$ cat src/rtl/mem_stream_reader.sv
// mem_stream_reader: read-port controller streaming words out of the frame memory.
// Optional MEM_RD_LAST_EN adds the out_last port and per-entry last flags.
module mem_stream_reader #(
  parameter int DATA_WIDTH = 8,
  parameter int ADDR_WIDTH = 2,
  parameter int RAM_DEPTH  = 4,
  parameter int LEN_WIDTH  = ADDR_WIDTH + 1
) (
  input  logic                  rd_clk,
  input  logic                  rd_rst,
  input  logic                  start,
  input  logic [ADDR_WIDTH-1:0] start_addr,
  input  logic [LEN_WIDTH-1:0]  len,
  output logic                  busy,
  output logic                  done,
  output logic                  rd_en,
  output logic [ADDR_WIDTH-1:0] raddr,
  input  logic [DATA_WIDTH-1:0] rdata,
  output logic                  out_valid,
  input  logic                  out_ready,
  output logic [DATA_WIDTH-1:0] out_data
`ifdef MEM_RD_LAST_EN
  ,
  output logic                  out_last
`endif
);

  typedef enum logic [1:0] {
    IDLE,
    READ,
    DRAIN,
    DONE
  } state_t;

  localparam logic [ADDR_WIDTH-1:0] ADDR_MAX =
    ADDR_WIDTH'(RAM_DEPTH - 1);

  state_t                state_q;
  state_t                state_d;
  logic [ADDR_WIDTH-1:0] addr_q;
  logic [LEN_WIDTH-1:0]  rem_q;
  logic                  inflight_q;
  logic [DATA_WIDTH-1:0] fifo_data [3];
  logic [1:0]            wr_ptr_q;
  logic [1:0]            rd_ptr_q;
  logic [1:0]            cnt_q;
  logic                  credit;
  logic                  last_issue;
  logic                  capture;
  logic                  pop;
  logic                  take;

  // Credit counts the word in flight so the 3-entry FIFO never overflows.
  assign credit     = ({1'b0, cnt_q} + {2'b0, inflight_q}) < 3'd3;
  assign last_issue = rem_q == LEN_WIDTH'(1);
  assign capture    = inflight_q;
  assign out_valid  = cnt_q != 2'd0;
  assign out_data   = fifo_data[rd_ptr_q];
  assign pop        = out_valid && out_ready;
  assign raddr      = addr_q;
  assign take       = (state_q == IDLE) && start && (len != '0);

  // State register.
  always_ff @(posedge rd_clk) begin
    if (rd_rst) state_q <= IDLE;
    else        state_q <= state_d;
  end

  // Next state and read/status outputs; DRAIN looks ahead at the final pop.
  always_comb begin
    state_d = state_q;
    rd_en   = 1'b0;
    done    = 1'b0;
    busy    = state_q != IDLE;
    unique case (state_q)
      IDLE: begin
        if (start) state_d = (len == '0) ? DONE : READ;
      end
      READ: begin
        if (credit) begin
          rd_en = 1'b1;
          if (last_issue) state_d = DRAIN;
        end
      end
      DRAIN: begin
        if (!inflight_q &&
            (cnt_q == 2'd0 ||
             (cnt_q == 2'd1 && pop)))
          state_d = DONE;
      end
      DONE: begin
        done    = 1'b1;
        state_d = IDLE;
      end
      default: state_d = IDLE;
    endcase
  end

  // Address/remaining counters and the read-latency tracker.
  always_ff @(posedge rd_clk) begin
    if (rd_rst) begin
      addr_q     <= '0;
      rem_q      <= '0;
      inflight_q <= 1'b0;
    end else begin
      inflight_q <= rd_en;
      if (take) begin
        addr_q <= start_addr;
        rem_q  <= len;
      end else if (rd_en) begin
        addr_q <= (addr_q == ADDR_MAX) ? '0 : addr_q + 1'b1;
        rem_q  <= rem_q - 1'b1;
      end
    end
  end

  // Output FIFO: capture the word returning from memory, pop on handshake.
  always_ff @(posedge rd_clk) begin
    if (rd_rst) begin
      wr_ptr_q <= '0;
      rd_ptr_q <= '0;
      cnt_q    <= '0;
      for (int i = 0; i < 3; i++) fifo_data[i] <= '0;
    end else begin
      if (capture) begin
        fifo_data[wr_ptr_q] <= rdata;
        wr_ptr_q <= (wr_ptr_q == 2'd2) ? 2'd0 : wr_ptr_q + 2'd1;
      end
      if (pop)
        rd_ptr_q <= (rd_ptr_q == 2'd2) ? 2'd0 : rd_ptr_q + 2'd1;
      unique case ({capture, pop})
        2'b10:   cnt_q <= cnt_q + 2'd1;
        2'b01:   cnt_q <= cnt_q - 2'd1;
        default: cnt_q <= cnt_q;
      endcase
    end
  end

`ifdef MEM_RD_LAST_EN
  logic       inflight_last_q;
  logic [2:0] fifo_last;

  assign out_last = out_valid && fifo_last[rd_ptr_q];

  // Last flag travels with its word through the read latency and FIFO.
  always_ff @(posedge rd_clk) begin
    if (rd_rst) begin
      inflight_last_q <= 1'b0;
      fifo_last       <= '0;
    end else begin
      inflight_last_q <= rd_en && last_issue;
      if (capture) fifo_last[wr_ptr_q] <= inflight_last_q;
    end
  end
`endif

endmodule

$ cat config.mk
export PLATFORM = sky130hd
export DESIGN_NAME = mem_stream_reader
export DESIGN_NICKNAME = d
export VERILOG_FILES = /design/src/rtl/mem_stream_reader.sv
export SDC_FILE = /design/constraint.sdc
export NUM_CORES = 1
export LEC_CHECK = 0
export ABC_CLOCK_PERIOD_IN_PS = 2950
export CAP_MARGIN = 20
export CORE_UTILIZATION = 45
export DETAILED_ROUTE_END_ITERATION = 6
export GPL_TIMING_DRIVEN = 0
export PLACE_DENSITY_LB_ADDON = 0.12
export SLEW_MARGIN = 20
export SYNTH_ARGS = -nofsm -noshare
export SYNTH_HDL_FRONTEND = slang
export SYNTH_SLANG_ARGS = --single-unit
$ cat constraint.sdc
create_clock -name rd_clk -period 2.95 [get_ports rd_clk]
set_input_delay 0.885 -clock rd_clk [delete_from_list [all_inputs] [get_ports rd_clk]]
set_output_delay 0.885 -clock rd_clk [all_outputs]
set_load 0.02 [all_outputs]
== After elaboration in Yosys (flattened, before gate mapping) ==
Memories as Yosys holds them, arrays and structs flattened. A register that Yosys moved wholly into a read port is not among the register bits.
Cells that the tools add are included.

* Bits in registers: 14
* RAM bits: 24
* Bits of input ports: 17
* Output and inout bits: 14
* Word-level logic and storage cells: 74
* Memories: 1

{| class="wikitable"
|+ Memory list
! memory !! words !! width !! rd ports !! clocked after memory_dff !! write ports !! line !! source
|-
| fifo_data || 3 || 8 || 1 || 1 || 3 || 43 || <nowiki>logic [DATA_WIDTH-1:0] fifo_data [3];</nowiki>
|}

* Add/subtract/negate cells: 7
* Magnitude comparators: 1
* Equal/unequal tests: 14
* Mux-type cells: 27
* Reductions and logical operators: 17

{| class="wikitable"
|+ Operators with widths
! kind !! number
|-
| $mux 2 || 13
|-
| $eq 2x2->1 const B || 6
|-
| $mux 1 || 9
|-
| $add 2x1->2 const B || 4
|-
| $mux 8 || 1
|-
| $ne 2x2->1 const B || 4
|-
| $pmux 2 s4 || 1
|-
| $reduce_bool 2->1 || 4
|-
| $reduce_or 8->1 || 1
|-
| $eq 2x1->1 const B || 3
|-
| $mux 3 || 2
|-
| $logic_and 1x1->1 || 5
|-
| $logic_not 2->1 || 2
|-
| $pmux 2 s2 || 1
|-
| $reduce_and 4->1 || 1
|-
| $add 2x1->3 || 1
|-
| $eq 3x1->1 const B || 1
|-
| $logic_not 3->1 || 1
|-
| $lt 3x2->1 const B || 1
|-
| $reduce_bool 3->1 || 1
|-
| $sub 3x1->3 const B || 1
|-
| $sub 2x1->2 const B || 1
|-
| $logic_not 1->1 || 1
|-
| $logic_or 1x1->1 || 1
|}

== Depth between registers and ports, before layout ==
* Depth in word-level cells: 7
* Gate-level depth with buffers: 8
* Mapped depth without buffers: 8

== Least setup slack after synthesis ==
Ideal clock, no wire load.

* Path type: reg-to-output
* From: register inflight_q, in the netlist capture
* To: output rd_en
* Data arrival time: 1.288 ns
* Required time: 2.065 ns
* Path slack: 0.777 ns
* Cell stages (with the launch flop): 6
* Buffers on the path: 0
* Path through: dfxtp_1 ha_1 ha_1 a21oi_2 nand2_2 inv_1

* Longest elaborated chain between the ends: 4

{| class="wikitable"
|+ Ends and longest elaborated chain
! element !! line !! source
|-
| start, declared || 42 || <nowiki>logic inflight_q;</nowiki>
|-
| start signal, assigned || 106 || <nowiki>inflight_q <= rd_en;</nowiki>
|-
| $add 2x1->3 || 54 || <nowiki>assign credit = ({1'b0, cnt_q} + {2'b0, inflight_q}) < 3'd3;</nowiki>
|-
| $lt 3x2->1 || 54 ||
|-
| $mux 1 || 80 || <nowiki>if (credit) begin</nowiki>
|-
| $mux 1 || 75 || <nowiki>unique case (state_q)</nowiki>
|-
| end, declared || 16 || <nowiki>output logic rd_en,</nowiki>
|}

Every way passes these cells.

==> results_dict.tcl <==
set metrics [dict create \
    setup_viol 0 \
    min_period_ps 2810 \
    final.setup.tns_ps 0 \
    worstHoldPathCells 2 \
    min_from "rd_ptr_q[0]" \
    critical_path_class "reg2out" \
    async_flop_share 0 \
    net-switching-power_uw 710 \
    cts_setup_buffers 0 \
    reg2reg_depth 6 \
    synth_flop_cell "edfxtp_1" \
    tightest_slew_ps 819 \
    place_ws_ps 95.7 \
    vias 1454 \
    cts-root-buf "clkbuf_8" \
    period_share 0.953 \
    finalInstanceArea_um2 2720 \
    slew_violations 0 \
    drt_iter0_markers 69 \
    rsz0062_at_grt "false" \
    area_growth_pct 20.5 \
    drt-vias-per-instance 5.25 \
    antenna_left 0 \
    h-tree-depth 2 \
    synth_enable_flop_cells 32 \
    crit_fanout 8 \
    cp_top_family "buffers and inverters" \
    cap_violations 0 \
    drive_above_1_share 0.152 \
    grt_max_degree 15 \
    regToRegSetupSlack_ps 1090 \
    first_pass_iters 4 \
    crit_buf_inv 2 \
    clock_latency_ps 300 \
    cts_inserted_buffers 5 \
    clk_pin_slew_ps 80 \
    crit_cells 3 \
    antenna_cells 0 \
    worst_slew_margin_rel 0.452 \
    postSynthAreaPerCell_um2 13.0 \
    max-vdd-ir-drop_mv 0.391 \
    finalHoldViolations 0 \
    drc 0 \
    power_frac_seq 0.425 \
    hold_class "reg2reg" \
    clockBufferDepth 2 \
    rows 25 \
    cp_cell_sequence "clkbuf_4 -> mux4_2 -> clkdlybuf4s50_1" \
    ys_warn_count 0 \
    status "finished, final reports clean" \
    leakage_nw 1.03 \
    place_area_um2 2630 \
    wire_per_inst_um 15.7 \
    syn-num-nets 204 \
    sw_frac_of_total 0.341 \
    fin_nets 239 \
    setup_ws_ps 138 \
    cts_tree "built" \
    ys_seq_area_frac 0.568 \
    port_buffers 29 \
    syn_area_um2 2260 \
    hold_slack_ps 501 \
    yosys-top-cells-area "edfxtp_1, dfxtp_1, mux4_2" \
    combPwrFrac 0.383 \
    overflow 0 \
    initial_core_util 0.471 \
    cp.required_ps 2070 \
    cp.arrival_ps 1930 \
    total_power_mw 2.08 \
    power_density_nw_per_um2 766 \
    postSynthCellCount 174 \
    clock_power_share 0.192 \
    routed_wl_um 4340 \
    fp.dieW_um 72.8 \
    antenna_found_initial 0 \
    place_hpwl_um 3020 \
    fmax_mhz 356 \
    die_h_um 72.8 \
    cp-endpoint "out_data[1]" \
    ys_ff_latch 48 \
    grt_pass1_wl_um 7040 \
    timing.rr.end "raddr[0]" \
    core_area_um2 4790 \
    clock_sinks 48 \
    fin_worst_skew_ps 2.71 \
    r2r-start "cnt_q[0]" \
    p_int_mw 1.37 \
    cp-start-kind "flop" \
    gp_congestion 0.714 \
    dieArea_um2 5300 \
    grt_usage 0.183 \
    io_pins 31 \
    slowest_stage "clkdlybuf4s50_1" \
    slowest_delay_ps 560 \
    grt_pass1_vias 1491 \
    synth_top_area_share 0.426 \
    synth_top_area_cell "edfxtp_1" \
    critPathCaptureType "primary output" \
    synthDistinctLibCells 38 \
]
## timing repair
| item | 4_1_cts | 5_1_grt |
|---|---|---|
| gates resized for setup | 1 | 4 |
| pin swaps | 0 | 0 |
| cloned | 0 | 0 |
| endpoints found under the setup margin | 1 | 7 |
| hold buffers | 0 | 0 |
## per-layer routing
layer / wire [um] / vias to the layer above / track usage
li1: - / 694 / -
met1: 1910 / 722 / 0.215
met2: 2220 / 32 / 0.332
met3: 161 / 6 / 0.0456
met4: 48 / 0 / 0.0523
met5: 0 / - / 0
## tightest hold or removal path, delay by kind of cell, from the launching register on
family / cells / cell delay [ps]
flops: 1 / 330
simple gates: 1 / 60
compound gates: 1 / 60
## through the flow
step                cells   util
global route          277  0.568
detailed placement    270  0.550
floorplan             174      -
CTS                   278  0.569
global placement      270  0.550
finish                277  0.568
## power by group through the flow
stage / clock (mW) / combinational (mW) / sequential (mW)
2_1_floorplan: 0 / 0.537 / 0.891
3_3_place_gp: 0 / 0.771 / 0.885
3_5_place_dp: 0 / 0.806 / 0.893
4_1_cts: 0.412 / 0.806 / 0.880
5_1_grt: 0.442 / 0.876 / 0.898
6_report: 0.399 / 0.798 / 0.885
## Yosys cell counts (2+ instances only)
cell type  number
nand2b_1        3
a31oi_1         2
dfxtp_1        16
or2_2           3
nor3b_2         2
nand3_1         3
inv_1          13
nor3_1          3
a21oi_1         6
nand2_1         7
a211oi_1        2
buf_1           2
buf_2           2
xor2_1          2
and2_1         24
ha_1           13
nor2_1         10
mux4_2          8
edfxtp_1       32
o21ai_0         2
nand3b_1        2
## area by class of cell
class	instances	area (um^2)
plain buffers	3	16.3
clock buffers	6	82.6
clock inverters	2	10.0
fillers	408	2070
inverters	13	48.8
multi-input cells	109	908
flip-flops and latches	48	1280
well taps	67	83.8
repair buffers	29	285
## cells by family after synthesis
group | share of synthesized area
AO/OA/AOI/OAI | 0.0693
XOR/XNOR | 0.0116
adder cells (fa/ha/maj) | 0.0721
buffers and inverters | 0.0294
flip-flops | 0.568
multiplexers | 0.0843
AND/OR/NAND/NOR | 0.165
## cells in the final DEF, fill, tap and decap left out, types with 2 or more instances in the layout
cell / netlist / final
a211oi_1: 2 / 2
a21oi_1: 6 / 6
a31oi_1: 2 / 2
and2_1: 24 / 24
clkbuf_8: 0 / 6
clkdlybuf4s50_1: 0 / 28
clkinv_2: 0 / 2
dfxtp_1: 16 / 15
edfxtp_1: 32 / 32
ha_1: 13 / 13
inv_1: 13 / 13
mux4_2: 8 / 8
nand2_1: 7 / 7
nand2b_1: 3 / 3
nand3_1: 3 / 3
nand3b_1: 2 / 2
nor2_1: 10 / 10
nor3_1: 3 / 3
nor3b_2: 2 / 2
o21ai_0: 2 / 2
or2_2: 3 / 3
xor2_1: 2 / 2
## flip-flops by register name (all words and copies together), names as in the netlist, named ones only
name       flops
fifo_data     32
state_q        2
wr_ptr_q       2
raddr          2
rd_ptr_q       2
capture        1
rem_q          3
cnt_q          2
## worst min-delay path by stage
| stage | end | slack [ps] |
|---|---|---|
| after detailed placement | rd_ptr_q[1] | 490 |
| after global routing | rd_ptr_q[1] | 530 |
| after floorplan | flop | 460 |
| final | rd_ptr_q[1] | 500 |
| after CTS | rd_ptr_q[1] | 500 |
| after global placement | rd_ptr_q[1] | 470 |
Note: power is estimated with default switching activity, not from simulation.
